`src/rtl/seqdiv_pkg.sv`:
```
// Shared definitions for the sequential signed divider: default width,
// FSM state encoding and the iteration count of the DIV phase.
package seqdiv_pkg;

    localparam int DEFAULT_WIDTH = 32;

    typedef enum logic [1:0] {
        IDLE = 2'd0,
        DIV  = 2'd1,
        FIX  = 2'd2
    } state_t;

    // One restoring iteration per quotient bit.
    function automatic int div_cycles(input int width);
        return width;
    endfunction

    localparam int DIV_CYCLES = div_cycles(DEFAULT_WIDTH);

endpackage

```
`src/rtl/sequential_divider_if.sv`:
```
// Request/result bundle of the sequential divider. The requester drives
// start and operands; the divider returns status and registered results.
interface sequential_divider_if
    import seqdiv_pkg::*;
#(
    parameter int WIDTH = DEFAULT_WIDTH
);

    logic                   start;
    logic [2*WIDTH-1:0]     dividend;
    logic [WIDTH-1:0]       divisor;
    logic                   busy;
    logic                   done;
    logic [WIDTH-1:0]       quotient;
    logic [WIDTH-1:0]       remainder;
    logic                   div_by_zero;
    logic                   overflow;

    modport master (
        output start, dividend, divisor,
        input  busy, done, quotient, remainder, div_by_zero, overflow
    );

    modport slave (
        input  start, dividend, divisor,
        output busy, done, quotient, remainder, div_by_zero, overflow
    );

endinterface

```
`src/rtl/div_step.sv`:
```
// One restoring division iteration on unsigned magnitudes: shift the next
// dividend bit into the partial remainder, trial-subtract the divisor and
// keep the difference only when it does not go negative.
module div_step
    import seqdiv_pkg::*;
#(
    parameter int WIDTH = DEFAULT_WIDTH
) (
    input  logic [WIDTH-1:0] rem_in,
    input  logic             bit_in,
    input  logic [WIDTH:0]   divisor_mag,
    output logic [WIDTH-1:0] rem_out,
    output logic             q_bit
);

    logic [WIDTH:0] shifted;

    assign shifted = {rem_in, bit_in};
    assign q_bit   = (shifted >= divisor_mag);
    // The kept remainder is always below divisor_mag <= 2^(WIDTH-1), so the
    // top bit can be dropped safely.
    assign rem_out = q_bit ? WIDTH'(shifted - divisor_mag) : WIDTH'(shifted);

endmodule

```
`src/rtl/sequential_divider.sv`:
```
// Multi-cycle truncating signed divider: 2*WIDTH-bit dividend by WIDTH-bit
// divisor. Works on magnitudes with one restoring step per cycle and applies
// the signs, divide-by-zero and overflow handling in a final FIX cycle.
module sequential_divider
    import seqdiv_pkg::*;
#(
    parameter int WIDTH = DEFAULT_WIDTH
) (
    input  logic                  clk,
    input  logic                  rst,
    sequential_divider_if.slave   bus
);

    localparam int ITERATIONS = div_cycles(WIDTH);
    localparam int CNT_W      = $clog2(ITERATIONS + 1);
    localparam logic [CNT_W-1:0] LAST_ITER = CNT_W'(ITERATIONS - 1);
    localparam logic [WIDTH-1:0] MOST_NEG  = {1'b1, {(WIDTH-1){1'b0}}};
    localparam logic [WIDTH-1:0] MOST_POS  = {1'b0, {(WIDTH-1){1'b1}}};

    state_t state;
    state_t next_state;
    logic   load;
    logic   finish;

    logic [CNT_W-1:0]   iter_count;
    logic [WIDTH-1:0]   part_rem;
    logic [WIDTH-1:0]   work;
    logic [WIDTH:0]     divisor_mag;
    logic [WIDTH-1:0]   dividend_low;
    logic               sign_dividend;
    logic               sign_divisor;
    logic               zero_divisor;
    logic               pre_overflow;

    logic [2*WIDTH-1:0] dividend_mag_in;
    logic [WIDTH:0]     divisor_ext;
    logic [WIDTH:0]     divisor_mag_in;

    logic [WIDTH-1:0]   step_rem;
    logic               step_q;

    logic               result_neg;
    logic               final_overflow;
    logic [WIDTH-1:0]   signed_q;
    logic [WIDTH-1:0]   signed_r;

    logic               busy_q;
    logic               done_q;
    logic [WIDTH-1:0]   quotient_q;
    logic [WIDTH-1:0]   remainder_q;
    logic               div_by_zero_q;
    logic               overflow_q;

    // Operand magnitudes; extra width lets the most-negative values negate without wrapping.
    always_comb begin
        divisor_ext     = {bus.divisor[WIDTH-1], bus.divisor};
        dividend_mag_in = bus.dividend[2*WIDTH-1] ? -bus.dividend : bus.dividend;
        divisor_mag_in  = bus.divisor[WIDTH-1] ? -divisor_ext : divisor_ext;
    end

    // State register.
    always_ff @(posedge clk) begin
        if (rst) begin
            state <= IDLE;
        end else begin
            state <= next_state;
        end
    end

    // Next-state decode; start is only looked at in IDLE, so requests while busy are dropped.
    always_comb begin
        next_state = state;
        load       = 1'b0;
        finish     = 1'b0;
        case (state)
            IDLE: begin
                if (bus.start) begin
                    next_state = DIV;
                    load       = 1'b1;
                end
            end
            DIV: begin
                if (iter_count == LAST_ITER) begin
                    next_state = FIX;
                end
            end
            FIX: begin
                next_state = IDLE;
                finish     = 1'b1;
            end
            default: begin
                next_state = IDLE;
            end
        endcase
    end

    div_step #(
        .WIDTH (WIDTH)
    ) u_step (
        .rem_in      (part_rem),
        .bit_in      (work[WIDTH-1]),
        .divisor_mag (divisor_mag),
        .rem_out     (step_rem),
        .q_bit       (step_q)
    );

    // Operand capture on accept, then one restoring iteration per DIV cycle.
    always_ff @(posedge clk) begin
        if (rst) begin
            iter_count    <= '0;
            part_rem      <= '0;
            work          <= '0;
            divisor_mag   <= '0;
            dividend_low  <= '0;
            sign_dividend <= 1'b0;
            sign_divisor  <= 1'b0;
            zero_divisor  <= 1'b0;
            pre_overflow  <= 1'b0;
        end else if (load) begin
            iter_count    <= '0;
            part_rem      <= dividend_mag_in[2*WIDTH-1:WIDTH];
            work          <= dividend_mag_in[WIDTH-1:0];
            divisor_mag   <= divisor_mag_in;
            dividend_low  <= bus.dividend[WIDTH-1:0];
            sign_dividend <= bus.dividend[2*WIDTH-1];
            sign_divisor  <= bus.divisor[WIDTH-1];
            zero_divisor  <= (bus.divisor == '0);
            pre_overflow  <= ({1'b0, dividend_mag_in[2*WIDTH-1:WIDTH]} >= divisor_mag_in);
        end else if (state == DIV) begin
            iter_count    <= iter_count + CNT_W'(1);
            part_rem      <= step_rem;
            work          <= {work[WIDTH-2:0], step_q};
        end
    end

    // Sign restoration and the final range check on the magnitude quotient.
    always_comb begin
        result_neg     = sign_dividend ^ sign_divisor;
        final_overflow = pre_overflow |
                         (result_neg ? (work > MOST_NEG) : (work > MOST_POS));
        signed_q       = result_neg ? -work : work;
        signed_r       = sign_dividend ? -part_rem : part_rem;
    end

    // Registered status and results; results hold until the next FIX.
    always_ff @(posedge clk) begin
        if (rst) begin
            busy_q        <= 1'b0;
            done_q        <= 1'b0;
            quotient_q    <= '0;
            remainder_q   <= '0;
            div_by_zero_q <= 1'b0;
            overflow_q    <= 1'b0;
        end else begin
            busy_q <= (next_state != IDLE);
            done_q <= finish;
            if (finish) begin
                if (zero_divisor) begin
                    quotient_q    <= '1;
                    remainder_q   <= dividend_low;
                    div_by_zero_q <= 1'b1;
                    overflow_q    <= 1'b0;
                end else if (final_overflow) begin
                    quotient_q    <= MOST_NEG;
                    remainder_q   <= '0;
                    div_by_zero_q <= 1'b0;
                    overflow_q    <= 1'b1;
                end else begin
                    quotient_q    <= signed_q;
                    remainder_q   <= signed_r;
                    div_by_zero_q <= 1'b0;
                    overflow_q    <= 1'b0;
                end
            end
        end
    end

    assign bus.busy        = busy_q;
    assign bus.done        = done_q;
    assign bus.quotient    = quotient_q;
    assign bus.remainder   = remainder_q;
    assign bus.div_by_zero = div_by_zero_q;
    assign bus.overflow    = overflow_q;

endmodule

```
`src/flat_wrapper.sv`:
```
// flat-port wrapper written by rule: the top's interface ports become plain ports
module sequential_divider_flat import seqdiv_pkg::*;
#(
    parameter int WIDTH = DEFAULT_WIDTH
)
  (clk, rst, bus_start, bus_dividend, bus_divisor, bus_busy, bus_done, bus_quotient, bus_remainder, bus_div_by_zero, bus_overflow);
  sequential_divider_if #(.WIDTH(WIDTH)) bus_i ();
  input  logic clk;
  input  logic rst;
  input wire logic [$bits(bus_i.start)-1:0] bus_start;
  input wire logic [$bits(bus_i.dividend)-1:0] bus_dividend;
  input wire logic [$bits(bus_i.divisor)-1:0] bus_divisor;
  output wire logic [$bits(bus_i.busy)-1:0] bus_busy;
  output wire logic [$bits(bus_i.done)-1:0] bus_done;
  output wire logic [$bits(bus_i.quotient)-1:0] bus_quotient;
  output wire logic [$bits(bus_i.remainder)-1:0] bus_remainder;
  output wire logic [$bits(bus_i.div_by_zero)-1:0] bus_div_by_zero;
  output wire logic [$bits(bus_i.overflow)-1:0] bus_overflow;
  assign bus_i.start = bus_start;
  assign bus_i.dividend = bus_dividend;
  assign bus_i.divisor = bus_divisor;
  assign bus_busy = bus_i.busy;
  assign bus_done = bus_i.done;
  assign bus_quotient = bus_i.quotient;
  assign bus_remainder = bus_i.remainder;
  assign bus_div_by_zero = bus_i.div_by_zero;
  assign bus_overflow = bus_i.overflow;
  sequential_divider #(.WIDTH(WIDTH)) u_core (.clk(clk), .rst(rst), .bus(bus_i));
endmodule
```
`config.mk`:
```
export PLATFORM = sky130hd
export DESIGN_NAME = sequential_divider_flat
export DESIGN_NICKNAME = d
export VERILOG_FILES = /design/src/rtl/seqdiv_pkg.sv /design/src/rtl/sequential_divider_if.sv /design/src/rtl/div_step.sv /design/src/rtl/sequential_divider.sv /design/src/flat_wrapper.sv
export SDC_FILE = /design/constraint.sdc
export NUM_CORES = 1
export LEC_CHECK = 0
export ABC_CLOCK_PERIOD_IN_PS = 6100
export BUFFER_PORTS_ARGS = -buffer_cell sky130_fd_sc_hd__buf_2
export CAP_MARGIN = 5
export CELL_PAD_IN_SITES_DETAIL_PLACEMENT = 0
export CELL_PAD_IN_SITES_GLOBAL_PLACEMENT = 1
export CORE_MARGIN = 2
export CORE_UTILIZATION = 45
export CTS_BUF_LIST = sky130_fd_sc_hd__clkbuf_8
export DETAILED_ROUTE_END_ITERATION = 12
export GPL_ROUTABILITY_DRIVEN = 0
export PLACE_DENSITY = 0.91
export SLEW_MARGIN = 20
export SYNTH_ARGS = -nofsm -noshare
export SYNTH_HDL_FRONTEND = slang
export SYNTH_SLANG_ARGS = --single-unit
```
`constraint.sdc`:
```
create_clock -name clk -period 6.1 [get_ports clk]
set_input_delay 1.22 -clock clk [delete_from_list [all_inputs] [get_ports clk]]
set_output_delay 1.22 -clock clk [all_outputs]
set_load 0.1 [all_outputs]
```
---- Word-level counts from Yosys, hierarchy flattened ----
Index checks and enable logic that the tools add are counted.
cells by class
  reduce and logical (&&, ||, !) cells .... 5
  muxes and demuxes ....................... 23
  bitwise operators ....................... 2
  order comparisons ....................... 4
  equal/unequal tests ..................... 3
  $add $sub $neg .......................... 6
operator list
  cell                  number
  $mux 32               11
  $mux 64               1
  $neg 32->32           2
  $neg 64->64           1
  $ge 32x33->1          1
  $ge 33x33->1          1
  $mux 33               1
  $neg 33->33           1
  $gt 32x31->1 const B  1
  $gt 32x32->1 const B  1
  $logic_not 32->1      1
  $sub 32x32->32        1
  $mux 1                7
  $add 6x1->6 const B   1
  $eq 6x5->1 const B    1
  $mux 2                2
  $pmux 2 s2            1
  $reduce_bool 2->1     2
  $eq 2x1->1 const B    1
  $eq 2x2->1 const B    1
  $logic_not 2->1       1
  $reduce_or 2->1       1
  $or 1x1->1            1
  $xor 1x1->1           1
storage, ports and cells
  bits of input ports ..................... 99
  register bits ........................... 209

---- Longest topological paths before layout ----
  depth in word-level cells ............... 5
  depth in mapped cells ................... 19
  depth with buffers taken out ............ 19

---- Cells and area by module ----
A second synthesis with hierarchy kept.
second synthesis, totals
  cell total of the unflattened synthesis .. 1,939
  area total of the unflattened synthesis .. 14,939.3 sq um
modules (own cells, without submodules)
  module              cells each  seq. area each (sq um)  area each (sq um)  instances
  sequential_divider  1,594       4,184.0                 12,413.2           1
  div_step            345         0.0                     2,526.2            1

---- Least setup slack after synthesis ----
Ideal clock, no wire load.
  path type ............................... input -> register
  start ................................... input bus_divisor[4]
  end ..................................... register u_core.pre_overflow
  arrival ................................. 4.712 ns
  setup time .............................. 0.086 ns
  path slack .............................. 1.302 ns
  stages on the path ...................... 17
  cells stage by stage .................... or3_1 -> or3b_1 -> nor3_1 -> nand3_1 -> or3_1 -> o41ai_1 -> xor2_1 -> ha_1 -> nand3_1 -> nor3_1 -> nor3_1 -> a21oi_1 -> o211ai_1 -> a211o_1 -> a31oi_1 -> o21ai_0 -> a211oi_1
between the ends
  cells in the longest elaborated chain, start to end .. 3
RTL lines
  element                 RTL line                   RTL
  start: declaration      flat_wrapper.sv:12         input wire logic [$bits(bus_i.divisor)-1:0] bus_divisor;
  $neg 33->33             sequential_divider.sv:58   divisor_mag_in = bus.divisor[WIDTH-1] ? -divisor_ext : divisor_ext;
  $mux 33 (*)             sequential_divider.sv:58
  $ge 32x33->1 (*)        sequential_divider.sv:128  pre_overflow <= ({1'b0, dividend_mag_in[2*WIDTH-1:WIDTH]} >= divisor_mag_in);
  end signal: assignment  sequential_divider.sv:128
  end: declaration        sequential_divider.sv:33   logic pre_overflow;
Every way passes the cells marked *; elsewhere a longest branch is shown, timed or not.
A chain may end at the register's enable or synchronous reset.

---- Worst setup path after layout ----
  start ................................... input bus_dividend[11]
  end ..................................... register u_core.pre_overflow
between the ends
  cells in the longest elaborated chain, start to end .. 3
RTL lines
  element             RTL line                   RTL
  start: declaration  flat_wrapper.sv:11         input wire logic [$bits(bus_i.dividend)-1:0] bus_dividend;
  $neg 64->64         sequential_divider.sv:57   dividend_mag_in = bus.dividend[2*WIDTH-1] ? -bus.dividend : bus.dividend;
  $mux 64             sequential_divider.sv:57
  $ge 32x33->1        sequential_divider.sv:128
Every way passes these cells.

==> run metrics <==
routed via count approximately 15000; worst-path fanout max 8; vias per std cell ~6.2; DR iter-0 viols 1302; hold path endpoint u_core.bus.div_by_zero; synthesized cell area 14000 sq um; sequential element share of the synthesized area between 20 and 30%; CTS tree done; hold_sp u_core.bus.div_by_zero; final WL 49400 microns; die width 181 microns; Synth Net Count between 2000 and 2500; Syn Area/Cell approximately 7.6 sq um; cell leakage power between 6 and 7 nW; Post-Layout Inst Area ~16000 sq um; Crit Path Category in2reg; RR Endpoint u_core.bus.remainder[26]; Setup Viol. Count Final 0; H-tree depth 2; Hold Crit Class reg2reg; initial antenna violation count 0; die height between 150 and 200 microns; port buffer count approximately 170; slowest cell on the critical path nor4_1; ANT cells 0; post-CTS setup buffer count 0; Clock Sinks 209; IO Pins ~170; Total GRT Usage slightly below 30%; area grow syn2layout 13.6%; CTS Root Cell clkbuf_8; layout cells sized above 1 about 15%; ys flop type dfxtp_1; crit path DAT 5.46 ns; worst path bufs/invs 2; ys async rst share 0%; CP top delay family simple AND/OR/NAND/NOR gates; Seq cells post-synth 209; largest cells by area after synthesis dfxtp_1 (30%), xnor2_1 (7.0%), nand2_1 (6.7%); cell accounting for the most synthesized area dfxtp_1; core region area about 30000 sq um; dpl hpwl 36800 microns; clock latency on the worst-skew pair roughly 0.57 ns; largest net degree at the start of global routing slightly above 90; crit-path cells buf_2 > nor4_1 > nand4_1 > buf_4 > or3_4 > or4_4 > o31ai_4 > xnor2_1 > ha_1 > a21o_1 > a21o_1 > a21oi_1 > o21ai_0 > a21oi_1 > a211o_1 > a31oi_1 > o21ai_0 > a211oi_1; Max Clk Rate approximately 0.2 GHz; Residual DRC 0; Cells on Worst Hold Path 2; status finished clean; Post-synth EDFFs 0; peak supply drop about 250 uV; relative slew slack approximately 22%; reg2reg start u_core.work[6]; Reg2Reg Setup Slack 2.15 ns; Synth Warn # 0; CTS Buf Count 38; Post-Syn Instances approximately 1800; post-layout worst setup margin between 1 and 1.5 ns; vias in the first global route ~14000; Hold Buf Count CTS 0; Crit path largest cell delay between 0.9 and 1 ns; nets 2123; Post-synth top cells nand2_1 (249), dfxtp_1 (209), nor2_1 (150); Resize count post-CTS 0; TNS Setup 0 ns; Max clock buf depth 3; most common cell in the netlist nand2_1; R2R cell count 10; startpoint types primary input; final hold vios 0; die area around 33000 sq um; Fill cells between 3000 and 4000; Placed Area around 15000 sq um; DR WL/cell a little over 20 microns; Final period util about four fifths; total global routing overflow 0; share of the synthesized area in the top cell type between 20 and 30%; first-pass GRT wire length 76300 microns; FP Rows 64; Post-DRT Antenna Nets 0; Worst Hold Slack around 0.45 ns; Least-Margin Pin Slew roughly 1.2 ns; Starting Density about 46%; Setup crit end kind flip-flop; Worst Skew roughly 0.029 ns; RSZ-0062 raised after global routing false; Clk pin slew, worst setup/hold paths roughly 0.06 ns; pre-CTS setup slack approximately 0.66 ns; PD cells between 300 and 400 nW/um^2; MaxCap Viol Count 0; final worst path period need approximately 5 ns; Yosys cell types 80; Required @ worst endpoint roughly 6.6 ns; Slew Viols, Final 0; Initial DRT Pass Iterations 6
## cell usage in the layout (no fill, tap or decap), drive strengths merged, types with 4 or more instances in the layout
master / instances
a211oi: 46
a21o: 18
a21oi: 112
a221oi: 23
a22oi: 6
a31oi: 42
and2: 5
buf: 190
clkbuf: 54
clkinv: 5
dfxtp: 209
ha: 70
inv: 69
mux2i: 7
nand2: 249
nand2b: 12
nand3: 54
nand3b: 7
nand4: 20
nor2: 150
nor2b: 11
nor3: 56
nor4: 14
o211ai: 17
o21a: 11
o21ai: 157
o22ai: 12
o31a: 4
o31ai: 48
o41ai: 24
or2: 5
or3: 20
or4: 24
xnor2: 113
xor2: 62
## state kept, by name, indices dropped and copies added (netlist names), 2 cells and up
name and cells:
u_core.part_rem 32, u_core.bus.remainder 32, u_core.work 32, u_core.state 2
u_core.bus.quotient 32, u_core.divisor_mag 33, u_core.iter_count 6, u_core.dividend_low 32
## area by class of cell
class / instances / area [sq um] / share of cell area (%)
tap: 396 / 495 / 3.11
clock buffer: 54 / 743 / 4.66
sequential: 209 / 4180 / 26.2
multi-input combinational: 1454 / 9220 / 57.8
inverter: 60 / 225 / 1.41
clock inverter: 14 / 67.6 / 0.424
timing repair buffer: 190 / 1020 / 6.38
## how the worst max path moves through the flow
stage | cells after the start | startpoint | slack (ns) | end
after floorplan | 17 | bus_divisor[4] | 1.30 | u_core.pre_overflow
after global placement | 18 | bus_dividend[11] | 0.76 | u_core.pre_overflow
after detailed placement | 18 | bus_dividend[11] | 0.66 | u_core.pre_overflow
after CTS | 18 | bus_dividend[11] | 1.24 | u_core.pre_overflow
after global routing | 19 | bus_dividend[11] | 0.79 | u_core.pre_overflow
final | 18 | bus_dividend[11] | 1.10 | u_core.pre_overflow
## cell families after synthesis
group	share of synthesized area, %
AO/OA/AOI/OAI	25.7
multiplexers	0.579
flip-flops	29.8
AND/OR/NAND/NOR	21.7
adder cells (fa/ha/maj)	6.38
buffers and inverters	4.95
XOR/XNOR	10.9
## tightest hold or removal path, delay by kind of cell (launching register included)
family / cells / cell delay [ns]
AO/OA/AOI/OAI: 1 / 0.05
flip-flops: 1 / 0.31
AND/OR/NAND/NOR: 1 / 0.05
## metrics by stage
stage                     std cells  utilization (%)  power, mW
final                          2377             52.0       5.18
after global routing           2377             52.0       5.46
after CTS                      2377             52.0       5.14
after detailed placement       2309             49.3       3.72
after global placement         2309             49.3       3.69
after floorplan                1846                -       3.15
## per-layer routing
metal  GRT usage, %  wire length, microns  vias to the layer above
met5              0                     0                        -
met1           39.3                 21200                     6997
met4           13.1                  2280                        0
met3           4.49                  3770                      134
met2           46.1                 22100                      663
li1               -                     -                     6888
## power by group
part | internal (mW) | switching [mW]
Clock | 0.786 | 0.631
Combinational | 0.803 | 1.25
Sequential | 1.49 | 0.222
Total | 3.08 | 2.10
No activity file was read; power rests on OpenSTA's default activity.
